[src/rtl/ibex_fetch_prefetch_buffer.sv]
// Instruction prefetch buffer: issues word fetches, buffers responses in a FIFO, flushes on branch.
// Optional macro IBEX_PREFETCH_ERR_HALT_EN stops new fetches after a bus error until the next branch.

module ibex_fetch_prefetch_buffer_chk (
  input logic clk,
  input logic rst,
  input logic push,
  input logic pop,
  input logic full,
  input logic rvalid,
  input logic idle
);

  // Credit accounting must make an overflowing push and an unsolicited response impossible.
  always @(posedge clk) begin
    if (!rst) begin
      assert (!(push && full && !pop)) else $error("prefetch fifo overflow");
      assert (!(rvalid && idle)) else $error("response with no outstanding request");
    end
  end

endmodule

module ibex_fetch_prefetch_buffer #(
  parameter int NumReqs   = 2,
  parameter int FifoDepth = 3
) (
  input  logic        clk_i,
  input  logic        rst_i,
  input  logic        req_i,
  input  logic        branch_i,
  input  logic [31:0] addr_i,
  input  logic        ready_i,
  output logic        valid_o,
  output logic [31:0] rdata_o,
  output logic [31:0] addr_o,
  output logic        err_o,
  output logic        instr_req_o,
  output logic [31:0] instr_addr_o,
  input  logic        instr_gnt_i,
  input  logic        instr_rvalid_i,
  input  logic [31:0] instr_rdata_i,
  input  logic        instr_err_i,
  output logic        busy_o
);

  localparam int CntW  = $clog2(NumReqs + 1);
  localparam int FCntW = $clog2(FifoDepth + 1);
  localparam int PtrW  = (FifoDepth > 1) ? $clog2(FifoDepth) : 1;
  localparam int SumW  = $clog2(FifoDepth + NumReqs + 1);

  logic [31:0]      fetch_addr_q;
  logic [31:0]      pend_addr_q;
  logic [31:0]      resp_addr_q;
  logic             pend_q;
  logic             pend_stale_q;
  logic [CntW-1:0]  outstanding_q;
  logic [CntW-1:0]  outstanding_d;
  logic [CntW-1:0]  discard_q;
  logic [CntW-1:0]  discard_d;
  logic [31:0]      fifo_rdata [FifoDepth];
  logic [31:0]      fifo_addr [FifoDepth];
  logic [FifoDepth-1:0] fifo_err;
  logic [PtrW-1:0]  rd_ptr_q;
  logic [PtrW-1:0]  wr_ptr_q;
  logic [FCntW-1:0] fifo_cnt_q;
  logic [FCntW-1:0] fifo_cnt_d;
  logic             valid_q;
  logic [SumW-1:0]  credit_used;
  logic [31:0]      branch_addr;
  logic             issue;
  logic             gnt;
  logic             push;
  logic             pop;
  logic             halt;

  function automatic logic [PtrW-1:0] ptr_inc(input logic [PtrW-1:0] p);
    if (p == PtrW'(FifoDepth - 1)) begin
      return {PtrW{1'b0}};
    end else begin
      return p + PtrW'(1);
    end
  endfunction

  assign branch_addr = {addr_i[31:2], 2'b00};

  // Credits cover words already buffered plus live (non-discarded) responses still to arrive.
  assign credit_used = SumW'(fifo_cnt_q) + SumW'(outstanding_q - discard_q);

  assign issue = !rst_i && !pend_q && req_i && !branch_i && !halt &&
                 (outstanding_q < CntW'(NumReqs)) && (credit_used < SumW'(FifoDepth));

  assign instr_req_o  = pend_q | issue;
  assign instr_addr_o = pend_q ? pend_addr_q : fetch_addr_q;
  assign gnt          = instr_req_o & instr_gnt_i;
  assign push         = instr_rvalid_i & (discard_q == {CntW{1'b0}}) & ~branch_i;
  assign pop          = valid_q & ready_i & ~branch_i;

  assign outstanding_d = outstanding_q + CntW'(gnt) - CntW'(instr_rvalid_i);
  assign fifo_cnt_d    = fifo_cnt_q + FCntW'(push) - FCntW'(pop);

  // A request granted after the branch that overtook it belongs to the old stream.
  always_comb begin
    discard_d = discard_q;
    if (branch_i) begin
      discard_d = outstanding_d;
    end else begin
      discard_d = discard_q
                - CntW'(instr_rvalid_i && (discard_q != {CntW{1'b0}}))
                + CntW'(gnt && pend_stale_q);
    end
  end

  always_ff @(posedge clk_i or posedge rst_i) begin
    if (rst_i) begin
      fetch_addr_q  <= 32'h0;
      pend_addr_q   <= 32'h0;
      pend_q        <= 1'b0;
      pend_stale_q  <= 1'b0;
      outstanding_q <= {CntW{1'b0}};
      discard_q     <= {CntW{1'b0}};
    end else begin
      outstanding_q <= outstanding_d;
      discard_q     <= discard_d;
      if (branch_i) begin
        fetch_addr_q <= branch_addr;
      end else if (gnt && !pend_stale_q) begin
        fetch_addr_q <= fetch_addr_q + 32'd4;
      end
      if (instr_req_o && !instr_gnt_i) begin
        pend_q       <= 1'b1;
        pend_addr_q  <= instr_addr_o;
        pend_stale_q <= pend_stale_q | branch_i;
      end else begin
        pend_q       <= 1'b0;
        pend_stale_q <= 1'b0;
      end
    end
  end

  always_ff @(posedge clk_i or posedge rst_i) begin
    if (rst_i) begin
      rd_ptr_q    <= {PtrW{1'b0}};
      wr_ptr_q    <= {PtrW{1'b0}};
      fifo_cnt_q  <= {FCntW{1'b0}};
      valid_q     <= 1'b0;
      resp_addr_q <= 32'h0;
      fifo_err    <= {FifoDepth{1'b0}};
      for (int i = 0; i < FifoDepth; i++) begin
        fifo_rdata[i] <= 32'h0;
        fifo_addr[i]  <= 32'h0;
      end
    end else if (branch_i) begin
      rd_ptr_q    <= {PtrW{1'b0}};
      wr_ptr_q    <= {PtrW{1'b0}};
      fifo_cnt_q  <= {FCntW{1'b0}};
      valid_q     <= 1'b0;
      resp_addr_q <= branch_addr;
    end else begin
      if (push) begin
        fifo_rdata[wr_ptr_q] <= instr_rdata_i;
        fifo_addr[wr_ptr_q]  <= resp_addr_q;
        fifo_err[wr_ptr_q]   <= instr_err_i;
        wr_ptr_q             <= ptr_inc(wr_ptr_q);
        resp_addr_q          <= resp_addr_q + 32'd4;
      end
      if (pop) begin
        rd_ptr_q <= ptr_inc(rd_ptr_q);
      end
      fifo_cnt_q <= fifo_cnt_d;
      valid_q    <= (fifo_cnt_d != {FCntW{1'b0}});
    end
  end

`ifdef IBEX_PREFETCH_ERR_HALT_EN
  logic err_halt_q;

  always_ff @(posedge clk_i or posedge rst_i) begin
    if (rst_i) begin
      err_halt_q <= 1'b0;
    end else if (branch_i) begin
      err_halt_q <= 1'b0;
    end else if (push && instr_err_i) begin
      err_halt_q <= 1'b1;
    end
  end

  assign halt = err_halt_q;
`else
  assign halt = 1'b0;
`endif

  assign valid_o = valid_q;
  assign rdata_o = fifo_rdata[rd_ptr_q];
  assign addr_o  = fifo_addr[rd_ptr_q];
  assign err_o   = fifo_err[rd_ptr_q];
  assign busy_o  = instr_req_o | (outstanding_q != {CntW{1'b0}});

  ibex_fetch_prefetch_buffer_chk u_chk (
    .clk    (clk_i),
    .rst    (rst_i),
    .push   (push),
    .pop    (pop),
    .full   (fifo_cnt_q == FCntW'(FifoDepth)),
    .rvalid (instr_rvalid_i),
    .idle   (outstanding_q == {CntW{1'b0}})
  );

endmodule

[config.mk]
export PLATFORM = sky130hd
export DESIGN_NAME = ibex_fetch_prefetch_buffer
export DESIGN_NICKNAME = d
export VERILOG_FILES = /design/src/rtl/ibex_fetch_prefetch_buffer.sv
export SDC_FILE = /design/constraint.sdc
export NUM_CORES = 1
export LEC_CHECK = 0
export CAP_MARGIN = 10
export CORE_MARGIN = 2
export CORE_UTILIZATION = 58
export DETAILED_ROUTE_END_ITERATION = 8
export DONT_BUFFER_PORTS = 1
export PLACE_DENSITY_LB_ADDON = 0.05
export RECOVER_POWER = 100
export SLEW_MARGIN = 5
export SYNTH_ARGS = -nofsm -noshare
export SYNTH_HDL_FRONTEND = slang
export SYNTH_SLANG_ARGS = --single-unit
export TNS_END_PERCENT = 100
[constraint.sdc]
create_clock -name clk_i -period 8.9 [get_ports clk_i]
set_input_delay 0.445 -clock clk_i [delete_from_list [all_inputs] [get_ports clk_i]]
set_output_delay 0.445 -clock clk_i [all_outputs]
set_load 0.005 [all_outputs]
==> results of run 1 <==
worst max path at each step:
stage                                    start                          end  slack [ns]  cells after the start
global route           rd_ptr_q[1]$_DFFE_PP0P_                  rdata_o[17]        2.85                      3
CTS                 outstanding_q[1]$_DFF_PP0_                       busy_o        5.18                      8
global placement    outstanding_q[1]$_DFF_PP0_  pend_addr_q[29]$_DFFE_PP0P_        5.34                      9
floorplan                                rst_i       discard_q[0]$_DFF_PP0_        0.34                      1
detailed placement  outstanding_q[1]$_DFF_PP0_  pend_addr_q[29]$_DFFE_PP0P_        5.31                      9
finish                 rd_ptr_q[1]$_DFFE_PP0P_                  rdata_o[18]        3.21                      3
sequential cells by signal, indices dropped and copies added, names as in the netlist, 3 cells and up:
signal / cells
resp_addr_q: 30
fifo_rdata: 96
pend_addr_q: 32
fifo_err: 3
fetch_addr_q: 30
fifo_addr: 90
worst max-delay path, delay by kind of cell (launching register included):
family	cells	cell delay, ns
AOI/OAI and AO/OA	1	0.53
buffers and inverters	1	3.08
DFF	1	0.77
muxes	1	0.30
logic make-up (layout without fill, tap and decap cells):
logic type | count (synthesis) | in the layout | synth area share
xor gates and xnor gates | 62 | 62 | 0.0386
muxes | 355 | 355 | 0.278
other | 1 | 2 | 0.000266
AOI/OAI and AO/OA | 97 | 97 | 0.0427
DFF | 294 | 294 | 0.523
adders and majority gates | 11 | 11 | 0.0108
buffers and inverters | 84 | 83 | 0.0250
and+or+nand+nor | 220 | 220 | 0.0818
synth_stat cells (all sizes together), types with 3 or more instances:
library cell	instances	area, um^2
nand2b	7	43.8
or3	3	18.8
mux2i	64	641
nand3	18	90.1
nor2b	4	25.0
mux2	291	3280
nor4b	4	56.3
a21boi	8	60.1
a21oi	9	45.0
o31a	6	52.6
buf	30	149
dfrtp	294	7360
o22ai	30	188
and3	11	68.8
nor3	15	91.3
nand4	21	131
clkbuf	40	150
xnor2	29	254
o21a	4	30.0
o21ai	35	175
and2	6	37.5
nor4	9	68.8
inv	13	48.8
nor2	20	75.1
ha	9	113
and4	6	52.6
xor2	33	289
nand2	90	338
layout make-up:
| type | instances | share of cell area |
|---|---|---|
| sequential | 294 | 0.481 |
| multi-input combinational | 747 | 0.415 |
| clock buffer | 45 | 0.0606 |
| tap | 324 | 0.0265 |
| clock inverter | 9 | 0.00801 |
| timing repair buffer | 15 | 0.00572 |
| inverter | 14 | 0.00351 |
cells in the final DEF (no fill, tap or decap), drive strengths merged, types with 3 or more instances in the layout:
cell type  synthesis  final
xor2              33     33
clkinv             1      5
o21a               4      4
nand3             18     18
clkbuf            40     53
or3                3      3
o31a               6      6
mux2             291    291
and3              11     11
o21ai             35     35
buf               30      5
nand2             90     90
mux2i             64     64
bufinv             0      3
a21oi              9      9
xnor2             29     29
nor4b              4      4
nor2b              4      4
dfrtp            294    294
and2               6      6
nor4               9      9
o22ai             30     30
nor2              20     20
inv               13     13
nor3              15     15
nand2b             7      7
a21boi             8      8
and4               6      6
nand4             21     21
ha                 9      9
layer usage:
layer	track usage	share of wire	up-vias
met4	0.0356	0.0087	0
li1	-	-	3955
met3	0.0535	0.061	24
met1	0.317	0.47	4210
met2	0.354	0.46	162
met5	0	0	-
timing repair:
action	in CTS	in global routing
hold buffers	2	0
buffers inserted	0	0
hold endpoints to repair	111	0
power by group through the flow:
stage | logic, mW | clock network, mW | registers (mW)
after floorplan | 0.862 | 0 | 1.93
after global routing | 1.13 | 1.40 | 2.05
after global placement | 1.00 | 0 | 1.99
after CTS | 1.03 | 1.34 | 1.99
after detailed placement | 1.03 | 0 | 2.01
final | 1.01 | 1.31 | 1.99
metrics by stage:
step / utilization / hold slack (ns) / instances
after floorplan: - / 0.450 / 1125
after global placement: 0.594 / 0.465 / 1392
after detailed placement: 0.594 / 0.475 / 1392
after CTS: 0.638 / 0.00396 / 1448
after global routing: 0.635 / 0.00566 / 1448
final: 0.635 / 0.0234 / 1448
==> flow_summary.ini, run 1 <==
[grt]
overflow = 0
global_route.usage.total = 0.222
grt_max_degree = 108
grt_pass1_wl_um = 46500
number_of_antenna_violations_at_the_first_check_in_global_routing = 0
grt_pass1_vias = 8568

[power]
p_clk_frac = 0.304
switching_power_mw = 1.22
power_report.internal_total_mw = 3.09
vdd_ir_drop_max_mv = 0.194
power.combinational.fraction = 0.234
powerDensity_nw_per_um2 = 281
post-layout-total-power_mw = 4.31
power.static_leakage_nw = 6.59
seqPwrFrac = 0.462
p_sw_frac = 0.283

[detailed_routing]
antenna_nets_post_route = 0
drt_first_iter_violations = 374
routed_via_density = 5.77
via_count = 8351
drt_drc_violations_left = 0
postRouteWirelength_um = 28200
detail_route.wl_per_cell_um = 19.5
firstDrtPassIters = 4

[layout]
fillCellCount = 1964
postLayoutCellArea_um2 = 15300
nets = 1186
final-seq-area_um2 = 7360
drive_above_1_share = 0.287
areaGrowthSynthToFinish_pct = 8.77
multi_input_comb_area_um2 = 6360
n_antenna_cell = 0

[cts]
cts.sink_count = 294
cts-resized-gates = 0
path_clk_slew_ns = 0.06
clock_tree_buffer_depth = 3
numCtsBuffers = 31
worstSkewPairLatency_ns = 0.54
cts_tree = built
htreeDepth = 1
clk_root_buffer_cell = clkbuf_16

[floorplan]
ioPinCount = 172
fp.dieH_um = 160
design.die.area_um2 = 25500
chipWidth_um = 160
site_row_count = 57
initial_core_utilization = 0.584
design.core.area_um2 = 24100

[setup_path]
cp_cell_sequence = clkbuf_1, mux2i_1, o21ai_0
r2r_cells = 5
worst_setup_path_end_kind = output pin
cp_max_delay_cell = clkbuf_1
required_ns = 8.46
r2r_slack_ns = 3.45
critical_path_peak_fanout = 62
arrival_ns = 5.25
worst_setup_path_start_kind = flop
timing.rr.end = fifo_rdata[67]$_DFFE_PP0P_
rr_startpoint = discard_q[1]$_DFF_PP0_
critical_path_class = flop to output pin
critPathMaxStageDelay_ns = 3.08

[timing]
worst_clock_skew_ns = 0.0165
final_max_slew_viols = 487
setup_viol = 0
fmax_mhz = 176
rsz_0062_raised_after_global_routing = no
timing.slew.headroom = -2.18
finalWorstPathRequiredPeriod_ns = 5.69
finalWorstSetupSlack_ns = 3.21
post-route-period-util = 0.639
fin_setup_tns_ns = 0
final_hold_viol_count = 0
tightest_slew_ns = 4.74

[synthesis]
synthDistinctLibCells = 51
synthesized_area_um2 = 14100
asyncSetResetFlopFracSynth = 1.00
yosys_register_bits = 294
ys_warn_count = 0
synth.avg_cell_area_um2 = 12.5
synth_seq_area_share = 0.523
dominant_synthesized_flop_cell = dfrtp_1
postSynthCellCount = 1124
synth_enable_flop_cells = 0

[worst_hold_path]
holdPathEnd = discard_q[1]$_DFF_PP0_
hp-start = branch_i
hold_path.class = input pin to flop
holdPathStages = 1

[run]
max-cap-violations = 10

[placed_design]
routability_congestion_estimate_from_global_placement = 0.781
port-buffer-count = 0
dp_worst_setup_slack_ns = 5.31
placed_standard_cell_area_um2 = 14300
hpwlAfterDp_um = 17600

[run_status]
failed_checks = max-capacitance violations, max-slew violations
status = finished with violations
(Power assumes the default switching activity.)
==> inputs of run 2 (changes only) <==
==> constraint.sdc (replaced) <==
create_clock -name clk_i -period 4.7 [get_ports clk_i]
set_input_delay 0.235 -clock clk_i [delete_from_list [all_inputs] [get_ports clk_i]]
set_output_delay 0.235 -clock clk_i [all_outputs]
set_load 0.005 [all_outputs]
==> run 2 against run 1 <==
  * The run still ends with max-capacitance violations, max-slew violations left
  * Sequential power increased by 89%
  * Critical endpoint is now fifo_rdata[66]$_DFFE_PP0P_
  * Routed wire length increased by 2.3%
  * Cell count increased by 4.3%
  * Largest cell class unchanged
  * Combinational power increased by 94%
  * Sequential cell count unchanged
  * Via count increased by 3.9%
  * Critical path type is now flop to flop
==> flow_summary.ini, run 2 (synthesis gave the netlist of run 1 again) <==
[power]
seqPwrFrac = 0.472
post-layout-total-power_mw = 7.98
power_report.internal_total_mw = 5.68
switching_power_mw = 2.31
powerDensity_nw_per_um2 = 504
p_clk_frac = 0.283
vdd_ir_drop_max_mv = 0.314
p_sw_frac = 0.289
power.combinational.fraction = 0.245
power.static_leakage_nw = 6.82

[run_status]
failed_checks = max-capacitance violations, max-slew violations
status = finished with violations

[setup_path]
cp_top_family = simple AND/OR/NAND/NOR gates
worst_setup_path_end_kind = flop
cp_cell_sequence = nor3b_1, nand2_1, nor3_4, clkbuf_2, mux2_2
cp_max_delay_cell = clkbuf_2
worstPathBufferInverterCount = 1
arrival_ns = 4.36
worst_setup_path_start_kind = flop
critPathMaxStageDelay_ns = 1.36
critical_path_peak_fanout = 63
critical_path_class = flop to flop
required_ns = 5.12

[timing]
finalWorstPathRequiredPeriod_ns = 3.94
setup_viol = 0
final_hold_viol_count = 0
fin_setup_tns_ns = 0
timing.slew.headroom = -0.288
worst_clock_skew_ns = 0.0117
tightest_slew_ns = 1.93
post-route-period-util = 0.839
rsz_0062_raised_after_global_routing = no
final_max_slew_viols = 434
fmax_mhz = 254

[placed_design]
placed_standard_cell_area_um2 = 14300
hpwlAfterDp_um = 17600
routability_congestion_estimate_from_global_placement = 0.793
post-place-cells = 1391
port-buffer-count = 0

[cts]
clk_root_buffer_cell = clkbuf_16
numCtsBuffers = 30
worstSkewPairLatency_ns = 0.54
cts_tree = built
cts_post_setup_buffers_inserted = 0
clock_tree_buffer_depth = 3
cts.sink_count = 294
path_clk_slew_ns = 0.06
htreeDepth = 1

[grt]
grt_pass1_wl_um = 48300
global_route.usage.total = 0.230
grt_max_degree = 144
overflow = 0
number_of_antenna_violations_at_the_first_check_in_global_routing = 0
grt_pass1_vias = 9208

[floorplan]
fp.dieH_um = 160
chipWidth_um = 160
design.core.area_um2 = 24100
design.die.area_um2 = 25500
ioPinCount = 172
site_row_count = 57
initial_core_utilization = 0.584

[layout]
nets = 1248
layout_common_cells = dfrtp_1, mux2_2, nand2_1, dlygate4sd3_1, mux2i_1
n_antenna_cell = 0
final_cell_count_no_fill = 1510
fillCellCount = 1851
reg.largest.list = fifo_rdata x96, fifo_addr x90, pend_addr_q x32
drive_above_1_share = 0.266
areaGrowthSynthToFinish_pct = 12.6
max_flop_register = fifo_rdata
postLayoutCellArea_um2 = 15900
largest_register_ff_count = 96
commonest_non_fill_non_tap_cell_in_the_layout = dfrtp_1

[detailed_routing]
postRouteWirelength_um = 28900
detail_route.wl_per_cell_um = 19.1
via_count = 8679
antenna_nets_post_route = 0
drt_first_iter_violations = 470
routed_via_density = 5.75
firstDrtPassIters = 4
drt_drc_violations_left = 0

[run]
max-cap-violations = 8

[worst_hold_path]
hold_path.class = input pin to flop
[run 2: cell count changes in the layout (fill, tap and decap cells not counted), sizes merged]
cell and delta:
clkinvlp -1, bufinv -3, clkbuf +7, dlygate4sd3 +64, clkinv -5
[run 2: power by group through the flow]
stage / clock (mW) / sequential, mW / combinational [mW]
after global placement: 0 / 3.78 / 1.89
final: 2.26 / 3.77 / 1.96
after CTS: 2.32 / 3.77 / 2.02
after floorplan: 0 / 3.66 / 1.63
after detailed placement: 0 / 3.81 / 1.95
after global routing: 2.42 / 3.88 / 2.18
[run 2: metal layers]
layer	wire length, um	track usage	vias to the layer above
met5	0	0	-
met4	339	0.0426	0
met3	1450	0.0408	29
met2	13400	0.382	153
met1	13600	0.323	4395
li1	-	-	4102
[run 2: worst paths after layout]
check                           slack [ns]  depth (start not counted)                      start                     endpoint
min in group asynchronous             0.57                          2                      rst_i             pend_q$_DFF_PP0_
max in group asynchronous             1.46                          3                      rst_i    fifo_rdata[0]$_DFFE_PP0P_
worst max-delay path                  0.76                          5     discard_q[0]$_DFF_PP0_   fifo_rdata[66]$_DFFE_PP0P_
worst max register to register        0.76                          5     discard_q[0]$_DFF_PP0_   fifo_rdata[66]$_DFFE_PP0P_
worst min-delay path                  0.03                          2                 addr_i[21]  resp_addr_q[21]$_DFFE_PP0N_
worst min register to register        0.48                          1  fifo_addr[95]$_DFFE_PP0P_    fifo_addr[95]$_DFFE_PP0P_
[run 2: metrics by stage]
| step | hold slack, ns | setup WS [ns] | utilization |
|---|---|---|---|
| final | 0.0346 | 0.759 | 0.658 |
| after global routing | 0.0485 | 0.464 | 0.658 |
| after CTS | 0.0161 | 1.10 | 0.661 |
| after detailed placement | 0.305 | 1.14 | 0.595 |
| after global placement | 0.305 | 1.18 | 0.595 |
| after floorplan | 0.307 | 0.562 | - |
[run 2: area by class of cell]
cell class	instances	area, um^2	share of cell area
Clock buffer	53	938	0.0592
Inverter	14	53.8	0.00339
Multi-Input combinational cell	747	6350	0.401
Sequential cell	294	7360	0.464
Tap cell	324	405	0.0256
Timing Repair Buffer	78	746	0.0470
[run 2: repair_timing]
item	CTS	global route
hold buffers	66	0
resized for setup	0	0
endpoints found under the hold margin	208	0
